## src/rtl/aqua_pkg.sv

```systemverilog
// Shared types for the writeback path: the regfile write bundle and requester ids.
package aqua_pkg;

    localparam int unsigned WB_ADDR_W  = 5;
    localparam int unsigned WB_DATA_W  = 32;
    localparam int unsigned WB_NUM_REQ = 4;

    // Two regfile write lanes, presented together to the regfile each cycle
    typedef struct packed {
        logic [WB_ADDR_W-1:0] rd_addr_instr1;
        logic [WB_DATA_W-1:0] rd_data_instr1;
        logic                 wren_instr1;
        logic [WB_ADDR_W-1:0] rd_addr_instr2;
        logic [WB_DATA_W-1:0] rd_data_instr2;
        logic                 wren_instr2;
    } writeback_s;

    // Requester index assignment on the arbiter's request vector
    typedef enum logic [1:0] {
        WB_ALU0 = 2'd0,
        WB_ALU1 = 2'd1,
        WB_LSU  = 2'd2,
        WB_MUL  = 2'd3
    } wb_src_e;

endpackage

```

## src/rtl/wb_port_arbiter_rr_pick2.sv

```systemverilog
// Round-robin pick of up to two requesters with distinct, non-zero destination registers.
module rr_pick2 #(
    parameter int unsigned NUM_REQ = 4,
    parameter int unsigned ADDR_W  = 5,
    localparam int unsigned PTR_W  = $clog2(NUM_REQ)
) (
    input  logic [NUM_REQ-1:0]        valid,
    input  logic [NUM_REQ*ADDR_W-1:0] rd_addr,
    input  logic [PTR_W-1:0]          rr_ptr,
    output logic [NUM_REQ-1:0]        grant1_c,
    output logic [NUM_REQ-1:0]        grant2_c,
    output logic                      hit1_c,
    output logic                      hit2_c,
    output logic [PTR_W-1:0]          idx1_c,
    output logic [PTR_W-1:0]          idx2_c
);

    localparam int unsigned PW1 = PTR_W + 1;

    logic [ADDR_W-1:0] addr_arr [NUM_REQ];
    logic [PW1-1:0]    pos;
    logic [PTR_W-1:0]  k;
    logic [ADDR_W-1:0] rd1;

    for (genvar g = 0; g < int'(NUM_REQ); g++) begin : g_unpack
        assign addr_arr[g] = rd_addr[g*ADDR_W +: ADDR_W];
    end

    // Scan from rr_ptr with an explicit wrap so k never exceeds NUM_REQ-1
    always_comb begin
        grant1_c = '0;
        grant2_c = '0;
        hit1_c   = 1'b0;
        hit2_c   = 1'b0;
        idx1_c   = '0;
        idx2_c   = '0;
        rd1      = '0;
        pos      = '0;
        k        = '0;
        for (int i = 0; i < int'(NUM_REQ); i++) begin
            pos = {1'b0, rr_ptr} + PW1'(i);
            if (pos >= PW1'(NUM_REQ)) begin
                pos = pos - PW1'(NUM_REQ);
            end
            k = pos[PTR_W-1:0];
            if (valid[k] && (addr_arr[k] != '0)) begin
                if (!hit1_c) begin
                    hit1_c      = 1'b1;
                    grant1_c[k] = 1'b1;
                    idx1_c      = k;
                    rd1         = addr_arr[k];
                end else if (!hit2_c && (addr_arr[k] != rd1)) begin
                    hit2_c      = 1'b1;
                    grant2_c[k] = 1'b1;
                    idx2_c      = k;
                end
            end
        end
    end

endmodule

```

## src/rtl/wb_port_arbiter.sv

```systemverilog
// Shares the regfile's two write lanes among NUM_REQ writeback sources, round-robin.
module wb_port_arbiter
    import aqua_pkg::*;
#(
    parameter int unsigned NUM_REQ = WB_NUM_REQ,
    parameter int unsigned DATA_W  = WB_DATA_W,
    parameter int unsigned ADDR_W  = WB_ADDR_W
) (
    input  logic                      i_clk,
    input  logic                      i_rst,
    input  logic [NUM_REQ-1:0]        i_req_valid,
    input  logic [NUM_REQ*ADDR_W-1:0] i_req_rd_addr,
    input  logic [NUM_REQ*DATA_W-1:0] i_req_rd_data,
    output logic [NUM_REQ-1:0]        o_req_ready,
    output writeback_s                o_wb_rf_pkg,
    output logic                      o_busy
);

    localparam int unsigned      PTR_W    = $clog2(NUM_REQ);
    localparam logic [PTR_W-1:0] LAST_IDX = PTR_W'(NUM_REQ - 1);

    logic [PTR_W-1:0]   rr_ptr;
    logic [PTR_W-1:0]   last_idx_c;
    logic [PTR_W-1:0]   rr_ptr_next_c;
    logic [NUM_REQ-1:0] grant1_c;
    logic [NUM_REQ-1:0] grant2_c;
    logic [NUM_REQ-1:0] x0_c;
    logic               hit1_c;
    logic               hit2_c;
    logic [PTR_W-1:0]   idx1_c;
    logic [PTR_W-1:0]   idx2_c;
    logic [ADDR_W-1:0]  addr_arr [NUM_REQ];
    logic [DATA_W-1:0]  data_arr [NUM_REQ];

    // Per-requester views of the flat buses; x0 writes are drained without a lane
    for (genvar g = 0; g < int'(NUM_REQ); g++) begin : g_unpack
        assign addr_arr[g] = i_req_rd_addr[g*ADDR_W +: ADDR_W];
        assign data_arr[g] = i_req_rd_data[g*DATA_W +: DATA_W];
        assign x0_c[g]     = i_req_valid[g] & (addr_arr[g] == '0);
    end

    rr_pick2 #(
        .NUM_REQ (NUM_REQ),
        .ADDR_W  (ADDR_W)
    ) u_pick (
        .valid    (i_req_valid),
        .rd_addr  (i_req_rd_addr),
        .rr_ptr   (rr_ptr),
        .grant1_c (grant1_c),
        .grant2_c (grant2_c),
        .hit1_c   (hit1_c),
        .hit2_c   (hit2_c),
        .idx1_c   (idx1_c),
        .idx2_c   (idx2_c)
    );

    assign o_req_ready = i_rst ? '0 : (grant1_c | grant2_c | x0_c);
    assign o_busy      = |(i_req_valid & ~o_req_ready);

    // Pointer moves one past the last lane winner, wrapping at NUM_REQ
    always_comb begin
        last_idx_c    = hit2_c ? idx2_c : idx1_c;
        rr_ptr_next_c = (last_idx_c == LAST_IDX) ? '0 : last_idx_c + PTR_W'(1);
    end

    // Register lane winners toward the regfile; address/data hold on idle lanes
    always_ff @(posedge i_clk) begin
        if (i_rst) begin
            rr_ptr      <= '0;
            o_wb_rf_pkg <= '0;
        end else begin
            o_wb_rf_pkg.wren_instr1 <= hit1_c;
            o_wb_rf_pkg.wren_instr2 <= hit2_c;
            if (hit1_c) begin
                o_wb_rf_pkg.rd_addr_instr1 <= WB_ADDR_W'(addr_arr[idx1_c]);
                o_wb_rf_pkg.rd_data_instr1 <= WB_DATA_W'(data_arr[idx1_c]);
                rr_ptr                     <= rr_ptr_next_c;
            end
            if (hit2_c) begin
                o_wb_rf_pkg.rd_addr_instr2 <= WB_ADDR_W'(addr_arr[idx2_c]);
                o_wb_rf_pkg.rd_data_instr2 <= WB_DATA_W'(data_arr[idx2_c]);
            end
        end
    end

endmodule
```

## config.mk

```make
export PLATFORM = sky130hd
export DESIGN_NAME = wb_port_arbiter
export DESIGN_NICKNAME = d
export VERILOG_FILES = /design/src/rtl/aqua_pkg.sv /design/src/rtl/wb_port_arbiter_rr_pick2.sv /design/src/rtl/wb_port_arbiter.sv
export SDC_FILE = /design/constraint.sdc
export NUM_CORES = 1
export LEC_CHECK = 0
export CAP_MARGIN = 20
export CORE_MARGIN = 4
export CORE_UTILIZATION = 50
export DETAILED_ROUTE_END_ITERATION = 8
export PLACE_DENSITY = 0.88
export SYNTH_ARGS = -nofsm -noshare
export SYNTH_HDL_FRONTEND = slang
export SYNTH_HIERARCHICAL = 1
export SYNTH_SLANG_ARGS = --single-unit
```

## constraint.sdc

```tcl
create_clock -name i_clk -period 9.1 [get_ports i_clk]
set_input_delay 1.82 -clock i_clk [delete_from_list [all_inputs] [get_ports i_clk]]
set_output_delay 1.82 -clock i_clk [all_outputs]
set_load 0.1 [all_outputs]
```

## Word-level counts from Yosys, hierarchy flattened

Cells that the tools add are included.

- Word-level logic and storage cells: 174
- Register bits: 78
- Bits of input ports: 154
- Output and inout bits: 81

- Equality and inequality tests: 4
- Order comparisons: 18
- Mux-type cells: 97
- Bitwise gates (word level): 19
- Add/sub/neg operators: 8
- Reductions and logical operators: 21

Operators by type and width:

| cell | count |
|---|---|
| $bmux 32 s2 | 2 |
| $mux 32 | 4 |
| $mux 5 | 17 |
| $mux 4 | 17 |
| $bmux 5 s2 | 6 |
| $mux 2 | 22 |
| $or 4x4->4 | 7 |
| $ge 3x3->1 const B | 9 |
| $mux 1 | 21 |
| $logic_not 5->1 | 4 |
| $reduce_bool 5->1 | 4 |
| $not 2->3 | 6 |
| $ne 5x5->1 | 3 |
| $lt 2x3->1 const B | 4 |
| $logic_and 1x1->1 | 10 |
| $bmux 1 s2 | 4 |
| $demux 1 s2 | 4 |
| $ge 2x1->1 const B | 4 |
| $sub 2x1->2 const B | 4 |
| $add 2x2->3 const B | 2 |
| $and 1x1->1 | 4 |
| $and 4x4->4 | 1 |
| $not 4->4 | 1 |
| $reduce_or 4->1 | 1 |
| other kinds (5) | 6 |

## Depth between registers and ports, before layout

Gate-level depths: netlist of run 1.

- Depth in word-level cells: 29
- Mapped depth: 22
- Mapped depth without buffers: 14

## Modules after synthesis

The synthesis of run 1 kept the hierarchy.

By module, submodules not included:

| module | instances | cells each | area each (µm²) | sequential area each (µm²) |
|---|---|---|---|---|
| wb_port_arbiter | 1 | 373 | 4667.0 | 1561.5 |
| rr_pick2 | 1 | 200 | 1838.0 | 0.0 |

## Worst setup path before layout of run 1

Ideal clock, no wire load.

- Path kind: input to output
- Start: input i_req_rd_addr[2]
- End: output o_req_ready[0]
- Buffers on the path: 0
- Data arrival time: 5.950 ns
- Path slack: 1.330 ns
- Stages on the path: 10
- Cell sequence: mux4_1 > or4_4 > o21a_4 > or3_4 > mux2i_2 > xor2_2 > a311oi_4 > o2bb2ai_1 > nor2_1 > a21oi_1

- Word-level cells in the longest chain between the ends: 23

Ends and longest elaborated chain:

| element | RTL line | RTL |
|---|---|---|
| from (decl) | wb_port_arbiter.sv:12 | `input logic [NUM_REQ*ADDR_W-1:0] i_req_rd_addr,` |
| $bmux 5 s2 | wb_port_arbiter_rr_pick2.sv:46, wb_port_arbiter_rr_pick2.sv:51 |  |
| $mux 5 (not written as such) (2 in a row) | wb_port_arbiter_rr_pick2.sv:46, wb_port_arbiter_rr_pick2.sv:51 |  |
| $reduce_bool 5->1 | n/a |  |
| $logic_and 1x1->1 | wb_port_arbiter_rr_pick2.sv:46 | `if (valid[k] && (addr_arr[k] != '0)) begin` |
| $mux 5 | wb_port_arbiter_rr_pick2.sv:46 |  |
| $ne 5x5->1 | wb_port_arbiter_rr_pick2.sv:52 | `end else if (!hit2_c && (addr_arr[k] != rd1)) begin` |
| $mux 1 | wb_port_arbiter_rr_pick2.sv:52 |  |
| $mux 1 | wb_port_arbiter_rr_pick2.sv:47 | `if (!hit1_c) begin` |
| (+6 left out) | n/a |  |
| $logic_not 1->1 | wb_port_arbiter_rr_pick2.sv:52 |  |
| $logic_and 1x1->1 | wb_port_arbiter_rr_pick2.sv:52 |  |
| $mux 4 | wb_port_arbiter_rr_pick2.sv:52 |  |
| $mux 4 | wb_port_arbiter_rr_pick2.sv:47 |  |
| $mux 4 * | wb_port_arbiter_rr_pick2.sv:46 |  |
| named net grant2_c[0] | wb_port_arbiter.sv:26 | `logic [NUM_REQ-1:0] grant2_c;` |
| $or 4x4->4 * (2 in a row) | wb_port_arbiter.sv:57 | `assign o_req_ready = i_rst ? '0 : (grant1_c \| grant2_c \| x0_c);` |
| $mux 4 * | wb_port_arbiter.sv:57 |  |
| to (decl) | wb_port_arbiter.sv:14 | `output logic [NUM_REQ-1:0] o_req_ready,` |

The timed path passes the listed nets; every way through them passes the cells marked *. The select of a mux whose other input is x is not followed.

## Worst setup path after layout of run 1

- Start: input i_req_rd_addr[17]
- End: output o_busy

- Word-level cells in the longest chain between the ends: 26

Ends and longest elaborated chain:

| element | RTL line | RTL |
|---|---|---|
| $bmux 5 s2 | wb_port_arbiter_rr_pick2.sv:46, wb_port_arbiter_rr_pick2.sv:51 |  |
| $mux 5 (not written as such) (2 in a row) | wb_port_arbiter_rr_pick2.sv:46, wb_port_arbiter_rr_pick2.sv:51 |  |
| $reduce_bool 5->1 | n/a |  |
| $logic_and 1x1->1 | wb_port_arbiter_rr_pick2.sv:46 |  |
| $mux 5 | wb_port_arbiter_rr_pick2.sv:46 |  |
| $ne 5x5->1 | wb_port_arbiter_rr_pick2.sv:52 |  |
| $mux 1 | wb_port_arbiter_rr_pick2.sv:52 |  |
| $mux 1 | wb_port_arbiter_rr_pick2.sv:47 |  |
| (+9 left out) | n/a |  |
| $mux 4 | wb_port_arbiter_rr_pick2.sv:47 |  |
| $mux 4 * | wb_port_arbiter_rr_pick2.sv:46 |  |
| named net grant2_c[0] | wb_port_arbiter.sv:26 |  |
| $or 4x4->4 * (2 in a row) | wb_port_arbiter.sv:57 |  |
| $mux 4 * | wb_port_arbiter.sv:57 |  |
| $not 4->4 * | wb_port_arbiter.sv:58 | `assign o_busy = \|(i_req_valid & ~o_req_ready);` |
| $and 4x4->4 * | wb_port_arbiter.sv:58 |  |
| $reduce_or 4->1 * | wb_port_arbiter.sv:58 |  |
| to (decl) | wb_port_arbiter.sv:16 | `output logic o_busy` |

Marks and branches as above.

==> results of run 1 <==
-- path summary, 6_finish.rpt --
path / start / end / slack [ps]
worst min register to register: o_wb_rf_pkg[55] / o_wb_rf_pkg[55] / 490
worst min-delay path: o_wb_rf_pkg[55] / o_wb_rf_pkg[55] / 490
worst max-delay path: i_req_rd_addr[17] / o_busy / 1090
worst max register to register: rr_ptr[0] / o_wb_rf_pkg[19] / 3500
-- cells in the final DEF, fill, tap and decap left out, types with 6 or more instances in the layout --
cell,instances
a22oi_1,9
nand2_1,17
clkdlybuf4s50_1,228
dfxtp_1,78
clkbuf_16,9
mux2i_1,78
inv_1,14
a21oi_1,7
nor2_1,99
mux4_2,95
buf_4,15
xnor2_1,6
-- cell families (layout without fill, tap and decap cells) --
logic type / Yosys count / count (layout) / share of synthesized area, %
buf+inv: 66 / 273 / 5.40
simple gates: 158 / 158 / 11.7
mux: 179 / 179 / 46.9
compound gates: 77 / 77 / 9.68
flops: 78 / 78 / 24.0
xor+xnor: 11 / 11 / 1.60
fa+ha+maj: 4 / 4 / 0.769
-- flip-flops by register name, indices dropped and copies added (netlist names) --
name and cells:
o_wb_rf_pkg 76, rr_ptr 2
-- metal layers --
metal | wire length, microns | vias up | part of all wire, %
li1 | - | 2677 | -
met1 | 7950 | 2981 | 35
met2 | 11500 | 367 | 51
met3 | 2010 | 87 | 8.9
met4 | 1180 | 0 | 5.2
met5 | 0 | - | 0
-- worst min-delay path, delay by kind of cell (launching register included) --
family           cells  cell delay [ps]
muxes                1               60
and+or+nand+nor      1               70
DFF                  1              320
-- metrics by stage --
step	setup WS, ps	instances	utilization [%]	instance area, sq um
2_1_floorplan	1330	573	-	6500
6_report	1090	952	72.4	9180
4_1_cts	1140	951	72.3	9160
3_5_place_dp	1140	938	70.1	8880
3_3_place_gp	1220	937	70.0	8860
5_1_grt	863	952	72.4	9180
-- layout make-up --
class | count | area (sq um) | area share (%)
tap | 172 | 215 | 2.35
multi-input combinational | 429 | 4640 | 50.5
timing repair buffer | 246 | 2430 | 26.5
sequential | 78 | 1560 | 17.0
clock buffer | 9 | 225 | 2.45
clock inverter | 4 | 51.3 | 0.559
inverter | 14 | 52.6 | 0.573
==> metrics.md, run 1 <==
| Metric | Value |
|---|---|
| Top Usage Layer GRT | met2 |
| HPWL after DPL | 17400 microns |
| RSZ-0062 raised after global routing | false |
| Slew @ Worst Pin | approximately 1100 ps |
| CTS sink count | 78 |
| Longest Clk Path Bufs | 2 |
| Layout area overhead | 41.1% |
| Run status | complete, no violations |
| Diode count | 0 |
| Cells after Synth | between 500 and 600 |
| Post-CTS Resized | 0 |
| Initial DRT Pass Iterations | 6 |
| Share of the synthesized area in the top cell type | between 30% and 40% |
| ANT nets after route | 0 |
| Synth Register Bits | 78 |
| Final Setup Violations | 0 |
| Setup TNS Final | 0 ps |
| Postcts setup bufs | 0 |
| Core ar. | ~13000 sq um |
| GR Util met2 | approximately half |
| Post-synth net total | 731 |
| Number of nets in the layout | 936 |
| Most used cell, CP | or3_4 |
| Commonest cells post-synth | nor2_1, mux4_2, mux2i_1 |
| Register area share after synthesis | 24.0% |
| Max incr delay on CP | roughly 630 ps |
| Max Fclk | ~120 MHz |
| Total gr overflow | 0 |
| Hold path cells | 2 |
| CP Class | input port to output pin |
| Synth async-reset ratio | 0% |
| Startpoint Class | input port |
| Number of flops mapped to enable cells by yosys | 0 |
| Register-to-Register Path Depth | 13 |
| GR Util met3 | between 8 and 9% |
| Worst Path Arrival | ~6200 ps |
| CP top delay family | simple AND/OR/NAND/NOR gates |
| Root Buffer | clkbuf_16 |
| CTS Buf Count | 9 |
| Number of global-route vias before repair | approximately 6400 |
| Placement row count | 41 |
| Worst path depth | 14 |
| Met1 usage | between 30% and 40% |
| Mean post-synth cell area | 11.4 sq um |
| Clock-pin slew on the worst setup and hold paths | 60 ps |
| Worst Clk Skew | 8.59 ps |
| Top post-synthesis cells by area | mux4_2, dfxtp_1, mux2i_1 |
| Final min period | between 8000 and 9000 ps |
| H-tree lvl count | 3 |
| Synth Flop Type | dfxtp_1 |
| CTS tree | built |
| DR vias | ~6100 |
| DR DRC count | 0 |
| Syn. warnings | 6 |
| Final worst-path cycle share | between 80 and 90% |
| Dominant cell type by area after synthesis | mux4_2 |
| Max-cap violations | 0 |
| Routed wire length | between 20000 and 25000 microns |
| DIE WIDTH | roughly 120 microns |
| Library cells used by synthesis | 68 |
| DRT iter0 DRCs | between 500 and 600 |
| Crit. End Element | output pin |
| Die H | roughly 120 microns |
| Drt via density | 6.42 |
| Hold WS | 488 ps |
| Initial antenna violation count | 0 |
| Layout cells sized above 1 | a little under a fifth |
| Critical path buffers and inverters | 2 |
| IO Port Bufs | roughly 230 |
| Hold WC Path Type | flip-flop to flip-flop |
| Count leader, synth | nor2_1 |
| Fill count | approximately 870 |
| Final GP Congestion | 0.990 |
| Synthesized cell area | about 6500 sq um |
| CTS Hold Bufs | 0 |
| CP cell instances | clkdlybuf4s50_1 > mux4_2 > or3_4 > o31a_1 > or3_4 > mux2i_2 > xor2_2 > a311oi_4 > o2bb2ai_1 > nor2_1 > o311a_1 > o22ai_1 > nand4_1 > buf_4 |
| All-Layer GR Usage | between 20 and 30% |
| Wirelength per Cell | 23.8 microns |
| Initial Utilization | slightly above 50% |
| Worst EP required | approximately 7300 ps |
| Largest net degree at the start of global routing | 87 |
| Die ar. | roughly 15000 sq um |
| Wire length of the first global-routing pass | approximately 34000 microns |
| Slowest-stage cell, CP | mux4_2 |
| Io pins | 235 |
| CP Max Fanout | 24 |
| Fin. max-slew vios | 0 |
| Clock Latency Late Sink | ~340 ps |
| Final Hold Vio Count | 0 |
| Worst slew margin | between 20% and 30% |
Power of run 1 is left out: the tool's default activity adds up to more than one toggle a clock period on the data nets, which glitch-free logic cannot reach.
==> run 2, diff against run 1 <==
- CTS_CLUSTER_SIZE: unset -> 28
==> results of run 2 <==
Same layout as run 1: the final DEF is identical, and so are final timing and power.
Power of run 2 is left out for the same reason.
